--- config.mk ---
export PLATFORM = sky130hd
export DESIGN_NAME = fetch_queue
export DESIGN_NICKNAME = d
export VERILOG_FILES = /design/src/rtl/fetch_queue.sv
export SDC_FILE = /design/constraint.sdc
export NUM_CORES = 1
export LEC_CHECK = 0
export ABC_CLOCK_PERIOD_IN_PS = 5900
export CELL_PAD_IN_SITES_DETAIL_PLACEMENT = 1
export CELL_PAD_IN_SITES_GLOBAL_PLACEMENT = 2
export CORE_UTILIZATION = 38
export DETAILED_ROUTE_END_ITERATION = 10
export PLACE_DENSITY = 0.78
export RECOVER_POWER = 50
export SYNTH_ARGS = -nofsm -noshare
export SYNTH_HDL_FRONTEND = slang
export SYNTH_SLANG_ARGS = --single-unit
--- constraint.sdc ---
create_clock -name clk -period 5.9 [get_ports clk]
set_clock_uncertainty 0.15 [all_clocks]
set_input_delay 1.18 -clock clk [delete_from_list [all_inputs] [get_ports clk]]
set_output_delay 1.18 -clock clk [all_outputs]
set_load 0.02 [all_outputs]
--- src/rtl/fetch_queue.sv ---
// rtl/fetch_queue.sv - instruction fetch stage with BRAM issue, PC-tagged FIFO and redirect flush
//
// Purpose:
//   Issues sequential word addresses to a 1-cycle-latency instruction BRAM.
//   Captures each returned word together with its PC into a DEPTH-entry FIFO.
//   Presents the head entry to decode over a valid/ready handshake.
//   A redirect pulse flushes the FIFO and any in-flight read, then restarts
//   fetch at redirect_pc.
//
// Optional feature:
//   FETCH_QUEUE_BYPASS_EN - when defined, a word returning into an empty
//   queue is presented combinationally in the same cycle. If the consumer
//   takes it, the word is never written into the FIFO.
//
// Ports:
//   clk          clock, rising edge
//   rst          synchronous active-high reset
//   en           fetch enable; no new reads are issued while low
//   redirect     one-cycle flush/restart pulse
//   redirect_pc  restart PC, sampled with redirect
//   mem_addr     BRAM read address (always the current fetch PC)
//   mem_rdata    BRAM read data, one cycle after mem_addr
//   instr        head-of-queue instruction
//   instr_pc     PC of instr
//   instr_valid  head entry valid
//   instr_ready  consumer accepts the head this cycle
//   count        occupied FIFO entries (0..DEPTH)

module fetch_queue #(
    parameter int          DEPTH    = 4,
    parameter logic [31:0] PC_STEP  = 32'd1,
    parameter logic [31:0] RESET_PC = 32'd0
) (
    input  logic                       clk,
    input  logic                       rst,
    input  logic                       en,
    input  logic                       redirect,
    input  logic [31:0]                redirect_pc,
    output logic [31:0]                mem_addr,
    input  logic [31:0]                mem_rdata,
    output logic [31:0]                instr,
    output logic [31:0]                instr_pc,
    output logic                       instr_valid,
    input  logic                       instr_ready,
    output logic [$clog2(DEPTH):0]     count
);

    localparam int PW = $clog2(DEPTH);
    localparam int CW = PW + 1;
    localparam int OW = CW + 1;
    localparam logic [OW-1:0] DEPTH_OCC = OW'(DEPTH);

    localparam logic [0:0] S_IDLE  = 1'b0;
    localparam logic [0:0] S_FETCH = 1'b1;

    logic [0:0]    state_q, state_d;
    logic [31:0]   fpc_q, fpc_d;
    logic [31:0]   issued_pc_q, issued_pc_d;
    logic          inflight_q, inflight_d;
    logic [PW-1:0] rd_ptr_q, rd_ptr_d;
    logic [PW-1:0] wr_ptr_q, wr_ptr_d;
    logic [CW-1:0] count_q, count_d;
    logic [31:0]   data_q [DEPTH];
    logic [31:0]   pcs_q  [DEPTH];

    logic          fetching;
    logic          space_ok;
    logic          issue;
    logic          head_valid;
    logic          push;
    logic          pop;
    logic          byp_take;
    logic [OW-1:0] occupancy;

    always_comb begin
        state_d = state_q;
        case (state_q)
            S_IDLE:  if (en)  state_d = S_FETCH;
            S_FETCH: if (!en) state_d = S_IDLE;
            default: state_d = S_IDLE;
        endcase
    end

    // Issue follows the state being entered, so the first read goes out in
    // the same cycle en is first seen high and drops the cycle en falls.
    assign fetching = (state_d == S_FETCH);

    // An issued read always has a slot reserved: count plus the read already
    // in flight must leave room for it.
    assign occupancy  = OW'(count_q) + OW'(inflight_q);
    assign space_ok   = occupancy < DEPTH_OCC;
    assign issue      = fetching && !redirect && space_ok;
    assign head_valid = (count_q != '0);

`ifdef FETCH_QUEUE_BYPASS_EN
    logic bypass;
    assign bypass      = (count_q == '0) && inflight_q && !redirect;
    assign instr_valid = head_valid || bypass;
    assign instr       = bypass ? mem_rdata   : data_q[rd_ptr_q];
    assign instr_pc    = bypass ? issued_pc_q : pcs_q[rd_ptr_q];
    assign byp_take    = bypass && instr_ready;
`else
    assign instr_valid = head_valid;
    assign instr       = data_q[rd_ptr_q];
    assign instr_pc    = pcs_q[rd_ptr_q];
    assign byp_take    = 1'b0;
`endif

    assign push = inflight_q && !redirect && !byp_take;
    assign pop  = head_valid && instr_ready && !redirect;

    always_comb begin
        fpc_d       = fpc_q;
        issued_pc_d = issued_pc_q;
        inflight_d  = 1'b0;
        rd_ptr_d    = rd_ptr_q;
        wr_ptr_d    = wr_ptr_q;
        count_d     = count_q;
        if (redirect) begin
            fpc_d    = redirect_pc;
            rd_ptr_d = '0;
            wr_ptr_d = '0;
            count_d  = '0;
        end else begin
            if (issue) begin
                inflight_d  = 1'b1;
                issued_pc_d = fpc_q;
                fpc_d       = fpc_q + PC_STEP;
            end
            if (push) wr_ptr_d = wr_ptr_q + PW'(1);
            if (pop)  rd_ptr_d = rd_ptr_q + PW'(1);
            case ({push, pop})
                2'b10:   count_d = count_q + CW'(1);
                2'b01:   count_d = count_q - CW'(1);
                default: count_d = count_q;
            endcase
        end
    end

    always_ff @(posedge clk) begin
        if (rst) begin
            state_q     <= S_IDLE;
            fpc_q       <= RESET_PC;
            issued_pc_q <= RESET_PC;
            inflight_q  <= 1'b0;
            rd_ptr_q    <= '0;
            wr_ptr_q    <= '0;
            count_q     <= '0;
            // Cleared so the head outputs read zero after reset.
            for (int i = 0; i < DEPTH; i++) begin
                data_q[i] <= '0;
                pcs_q[i]  <= '0;
            end
        end else begin
            state_q     <= state_d;
            fpc_q       <= fpc_d;
            issued_pc_q <= issued_pc_d;
            inflight_q  <= inflight_d;
            rd_ptr_q    <= rd_ptr_d;
            wr_ptr_q    <= wr_ptr_d;
            count_q     <= count_d;
            if (push) begin
                data_q[wr_ptr_q] <= mem_rdata;
                pcs_q[wr_ptr_q]  <= issued_pc_q;
            end
        end
    end

    assign mem_addr = fpc_q;
    assign count    = count_q;

endmodule

# Word-level counts from Yosys, hierarchy flattened
# Memories as Yosys holds them, arrays and structs flattened. A register that Yosys moved wholly into a read port is not among the register bits.
# Index checks and enable logic that the tools add are counted.
dict set report classes {
  div 0
  bitwise_logic 1
  reduce_logical 13
  n_eq_ne 2
  magnitude_cmp 1
  n_mul 0
  add_sub_neg 6
  mux 20
  shift 0
}
# cell n
set ops {}
lappend ops {{32-bit two-way mux} 4}
lappend ops {{32-bit OR reduction} 2}
lappend ops {{32-bit by 1-bit adder with 32-bit output, second input constant} 1}
lappend ops {{2-bit two-way mux} 6}
lappend ops {{1-bit two-way mux} 9}
lappend ops {{3-bit case mux with 2 select lines} 1}
lappend ops {{1-bit logical AND} 5}
lappend ops {{2-bit by 1-bit adder with 2-bit output, second input constant} 2}
lappend ops {{3-bit by 1-bit adder with 4-bit output} 1}
lappend ops {{4-bit by 3-bit < comparator with 1-bit output, second input constant} 1}
lappend ops {{2-bit nonzero test} 2}
lappend ops {{3-bit by 1-bit adder with 3-bit output, second input constant} 1}
lappend ops {{3-bit nonzero test} 1}
lappend ops {{3-bit by 1-bit subtractor with 3-bit output, second input constant} 1}
lappend ops {{2-bit by 1-bit equality test with 1-bit output, second input constant} 1}
lappend ops {{2-bit equality test, second input constant} 1}
lappend ops {{2-bit AND reduction} 1}
lappend ops {{2-bit OR reduction} 1}
lappend ops {{1-bit logical NOT} 1}
lappend ops {{1-bit NOT} 1}
dict set report word_totals {
  memories 2
  out_inout_bits 100
  latchBits 0
  rom_bits 0
  register_bits 72
  ram_bits 256
}
# memory words width read_ports rd_clocked_by_memory_dff write_ports line_no
set memory_table {}
lappend memory_table {data_q 4 32 1 1 4 63} ;# logic [31:0] data_q [DEPTH];
lappend memory_table {pcs_q 4 32 1 1 4 64} ;# logic [31:0] pcs_q [DEPTH];

# Depth between registers and ports, before layout
dict set report logic_depth {
  word_depth 7
  ltp_mapped 9
}

# Worst setup path before layout
# Ideal clock, no wire load.
dict set report synth_timing {
  path_type {input to register}
  start {input port redirect}
  end {memory data_q[0][0] (enable)}
  n_path_buf 0
  setup_slack_ns 0.796
  required_ns 5.251
  arrival_time_ns 4.455
  stages 3
  setup_ns 0.499
  cell_sequence {nor2b_1 inv_1 o21bai_1}
}
# element line_no
set synth_lines {}
lappend synth_lines {{from (decl)} 37} ;# input logic redirect,
lappend synth_lines {{to (decl)} 63}

==> impl_summary.txt <==
----------------------------------------------------
[Drt]
  ANT nets after route ... 0
  Post-Route WL ... 35.8 mm
  Post-route DRC ... 0
  First-pass detailed-route iteration total ... 5
  Vias per inst ... 5.11
  Mean routed wirelength per cell ... 20.4 um
  Highest routing layer actually used ... met4
  Via count ... 8980
  Met2 routed WL ... 17.3 mm
  Met3 wire length ... 1.66 mm
  Violation count after the first detailed-routing iteration ... 487
  Routed metal-1 wirelength ... 16.3 mm

[Layout]
  Core occupancy in the finished layout ... 0.476
  Commonest cells after routing, fill and taps aside ... edfxtp_1 (256), nor2_1 (175), nand2_1 (149), clkdlybuf4s50_1 (130), inv_1 (74)
  Layout cells sized above 1 ... 0.114
  Filler cell count in the final layout ... 3773
  Finished Cell Area ... 17400 sq um
  Number of inserted diodes ... 0
  Layout area overhead ... 23.6%
  Post-layout nets ... 1332
  Most frequent standard cell in the layout excluding fill and tap cells ... edfxtp_1

[Synth]
  Cells after Synth ... 1106
  Share of the synthesized area in compound gates (AO/OA/AOI/OAI) ... 0.0327
  Basic-gate share of the synthesized area counting and, or, nand and nor cells ... 0.148
  Register bit count reported by yosys ... 330
  Mapped Area ... 14100 sq um
  Register area share after synthesis ... 0.651
  Xor and xnor fraction of the mapped netlist area ... 0.0218
  Yosys Warn Count ... 0
  Fraction of synthesized area in multiplexers ... 0.104
  Count of unique library cells instantiated by Yosys ... 44
  Post-synthesis net count ... 1178
  Post-synthesis adder-cell area fraction ... 0.00320
  Combinational family with the most area after synthesis ... simple AND/OR/NAND/NOR gates
  Average cell area after synthesis ... 12.7 sq um

[Critical path]
  Worst endpoint required time ... 5.89 ns
  Startpoint Class ... input pin
  Kind of capture point of the worst setup path ... flip-flop
  Reg2Reg Setup Slack ... 2.43 ns
  Worst EP arrival ... 4.65 ns
  Crit-path max FO ... 44
  Capture point of the worst reg-to-reg path ... pcs_q[2][9]$_SDFFCE_PN0P_
  Launching element of the worst setup path ... rst
  Worst R2R Path Depth ... 4
  Origin of the critical flop-to-flop path ... wr_ptr_q[0]$_SDFFE_PP0P_
  Worst setup path category ... input pin to flip-flop
  Critical path destination ... data_q[3][15]$_DFFE_PP_

[Global route]
  Antenna violations before repair ... 0
  Global-route wire length before repair ... 56.6 mm
  Total track usage ... 0.195
  Number of global-route vias before repair ... 9716
  Maximum number of pins on one net before global-route repair ... 66
  Global route total overflow ... 0

[Status]
  Run status ... complete, but fails checks
  Failing checks ... max-capacitance violations, max-slew violations

[Worst hold path]
  Classification of the worst-slack hold path ... flip-flop to flip-flop

[Clock tree]
  Number of buffers on the longest clock path ... 3
  Clock latency at the later pin of the worst-skew pair ... 0.52 ns
  Cts bufs inserted ... 37
  Post-CTS clock slew at the launch and capture registers of the worst setup and hold paths ... 0.05 ns
  Number of gates resized after cts ... 0
  Count of H-tree levels built during CTS ... 2
  TritonCTS clock tree ... yes
  Clock net sink count ... 330
  Post-CTS Setup Repair Bufs ... 0
  Root buf cell ... clkbuf_16
  Hold-fix buffers, CTS ... 0

[Job]
  Max-cap check violation count ... 3

[Die]
  Core area ... 36500 sq um
  Height of the chip ... 194 um
  Initial Util ... 0.385
  Die outline area ... 37800 sq um
  Boundary Pins ... 169
  Number of rows created at floorplan ... 70
  Die width ... 194 um

[Placement]
  Number of I/O port buffers ... 168
  Cell area after placement ... 16300 sq um
  Routability congestion estimate ... 0.802
  DP HPWL ... 21.7 mm

[Power]
  Highest ir drop seen on vdd ... 179 uV
  Total power per unit cell area ... 299 nW/um^2
  Overall power consumption ... 5.21 mW
  Static Leakage ... 6.46 nW

[STA]
  Worst-case headroom to the max-slew limit ... -0.413
  Max-slew violation count ... 165
  Worst hold margin ... 0.307 ns
  Final count of hold timing violations ... 0
  Number of setup violations in the final report ... 0
  Share of the clock period used by the worst path ... 0.791
  Post-route setup TNS ... 0 ns
  Shortest period the worst path allows ... 4.67 ns
  F_max ... 0.214 GHz
  Unrepaired setup endpoints after global routing ... false
  Transition time at the pin with the least slew margin ... 2.12 ns

----------------------------------------------------
power breakdown:
group          total, mW  internal [mW]  leakage (nW)  switching, mW
Combinational      0.337          0.148          2.62          0.189
Clock               2.23           1.33         0.570          0.902
Sequential          2.64           2.59          3.27         0.0539
state kept, by name, indices dropped and copies added, names as in the netlist, named ones only:
signal	cells
data_q	128
count	3
rd_ptr_q	2
wr_ptr_q	2
issued_pc_q	32
pcs_q	128
inflight_q	1
mem_addr	32
worst min-delay path by stage:
stage	from	cells past startpoint	endpoint
after floorplan	issued_pc_q[10]$_SDFFE_PP0P_	2	issued_pc_q[10]$_SDFFE_PP0P_
after global routing	issued_pc_q[4]$_SDFFE_PP0P_	2	issued_pc_q[4]$_SDFFE_PP0P_
final	issued_pc_q[4]$_SDFFE_PP0P_	2	issued_pc_q[4]$_SDFFE_PP0P_
after CTS	issued_pc_q[4]$_SDFFE_PP0P_	2	issued_pc_q[4]$_SDFFE_PP0P_
after detailed placement	issued_pc_q[4]$_SDFFE_PP0P_	2	issued_pc_q[4]$_SDFFE_PP0P_
after global placement	issued_pc_q[31]$_SDFFE_PP0P_	2	issued_pc_q[31]$_SDFFE_PP0P_
Yosys cell counts, drive strengths merged:
master	instances	share of area
nor4b	1	0.0017
mux2i	1	0.00071
o22ai	3	0.0013
nor4	10	0.0064
clkbuf	49	0.013
a211oi	18	0.010
and4	3	0.0019
nand2	149	0.040
fa	1	0.0014
nand4	13	0.0058
xor2	17	0.011
or2	3	0.0013
o21bai	4	0.0021
nor3	9	0.0039
mux2	1	0.00080
nor2	177	0.047
and3	4	0.0018
nor2b	2	0.00089
a31o	2	0.0012
and2	53	0.024
nand3	19	0.0071
dfxtp	74	0.11
buf	18	0.0061
inv	74	0.020
a31oi	1	0.00044
or3	6	0.0027
ha	2	0.0018
a311oi	2	0.0012
or4	4	0.0027
edfxtp	256	0.55
a21oi	43	0.015
xnor2	18	0.011
nand2b	3	0.0013
mux4	64	0.10
o21ai	2	0.00071
final cells by class:
| cell class | instances | area (sq um) | area share |
|---|---|---|---|
| Sequential cell | 330 | 9180 | 0.528 |
| Timing Repair Buffer | 182 | 1770 | 0.102 |
| Inverter | 74 | 278 | 0.0160 |
| Tap cell | 468 | 586 | 0.0337 |
| Clock buffer | 48 | 998 | 0.0574 |
| Multi-Input combinational cell | 635 | 4400 | 0.253 |
| Clock inverter | 19 | 178 | 0.0102 |
cell families (layout without fill, tap and decap cells):
| family | Yosys count | in the layout |
|---|---|---|
| flops | 330 | 330 |
| simple gates | 456 | 456 |
| buf+inv | 141 | 323 |
| fa+ha+maj | 3 | 3 |
| xor+xnor | 35 | 35 |
| compound gates | 75 | 75 |
| mux | 66 | 66 |
critical path, cell delays in order:
cell and delay [ns]:
buf_2 0.46, clkbuf_1 1.56, a31o_4 0.60, clkbuf_1 0.81
through the flow:
step                      setup WS [ns]  cells
final                              1.23   1756
after global routing              0.880   1756
after CTS                          1.77   1756
after detailed placement           1.81   1689
after global placement             1.95   1689
after floorplan                   0.796   1106
layer usage:
layer / track usage / vias to the layer above
met1: 0.266 / 4494
met2: 0.326 / 232
met3: 0.0321 / 44
met4: 0.0470 / 0
li1: - / 4210
met5: 0 / -
Power figures use the tool's default switching activity.
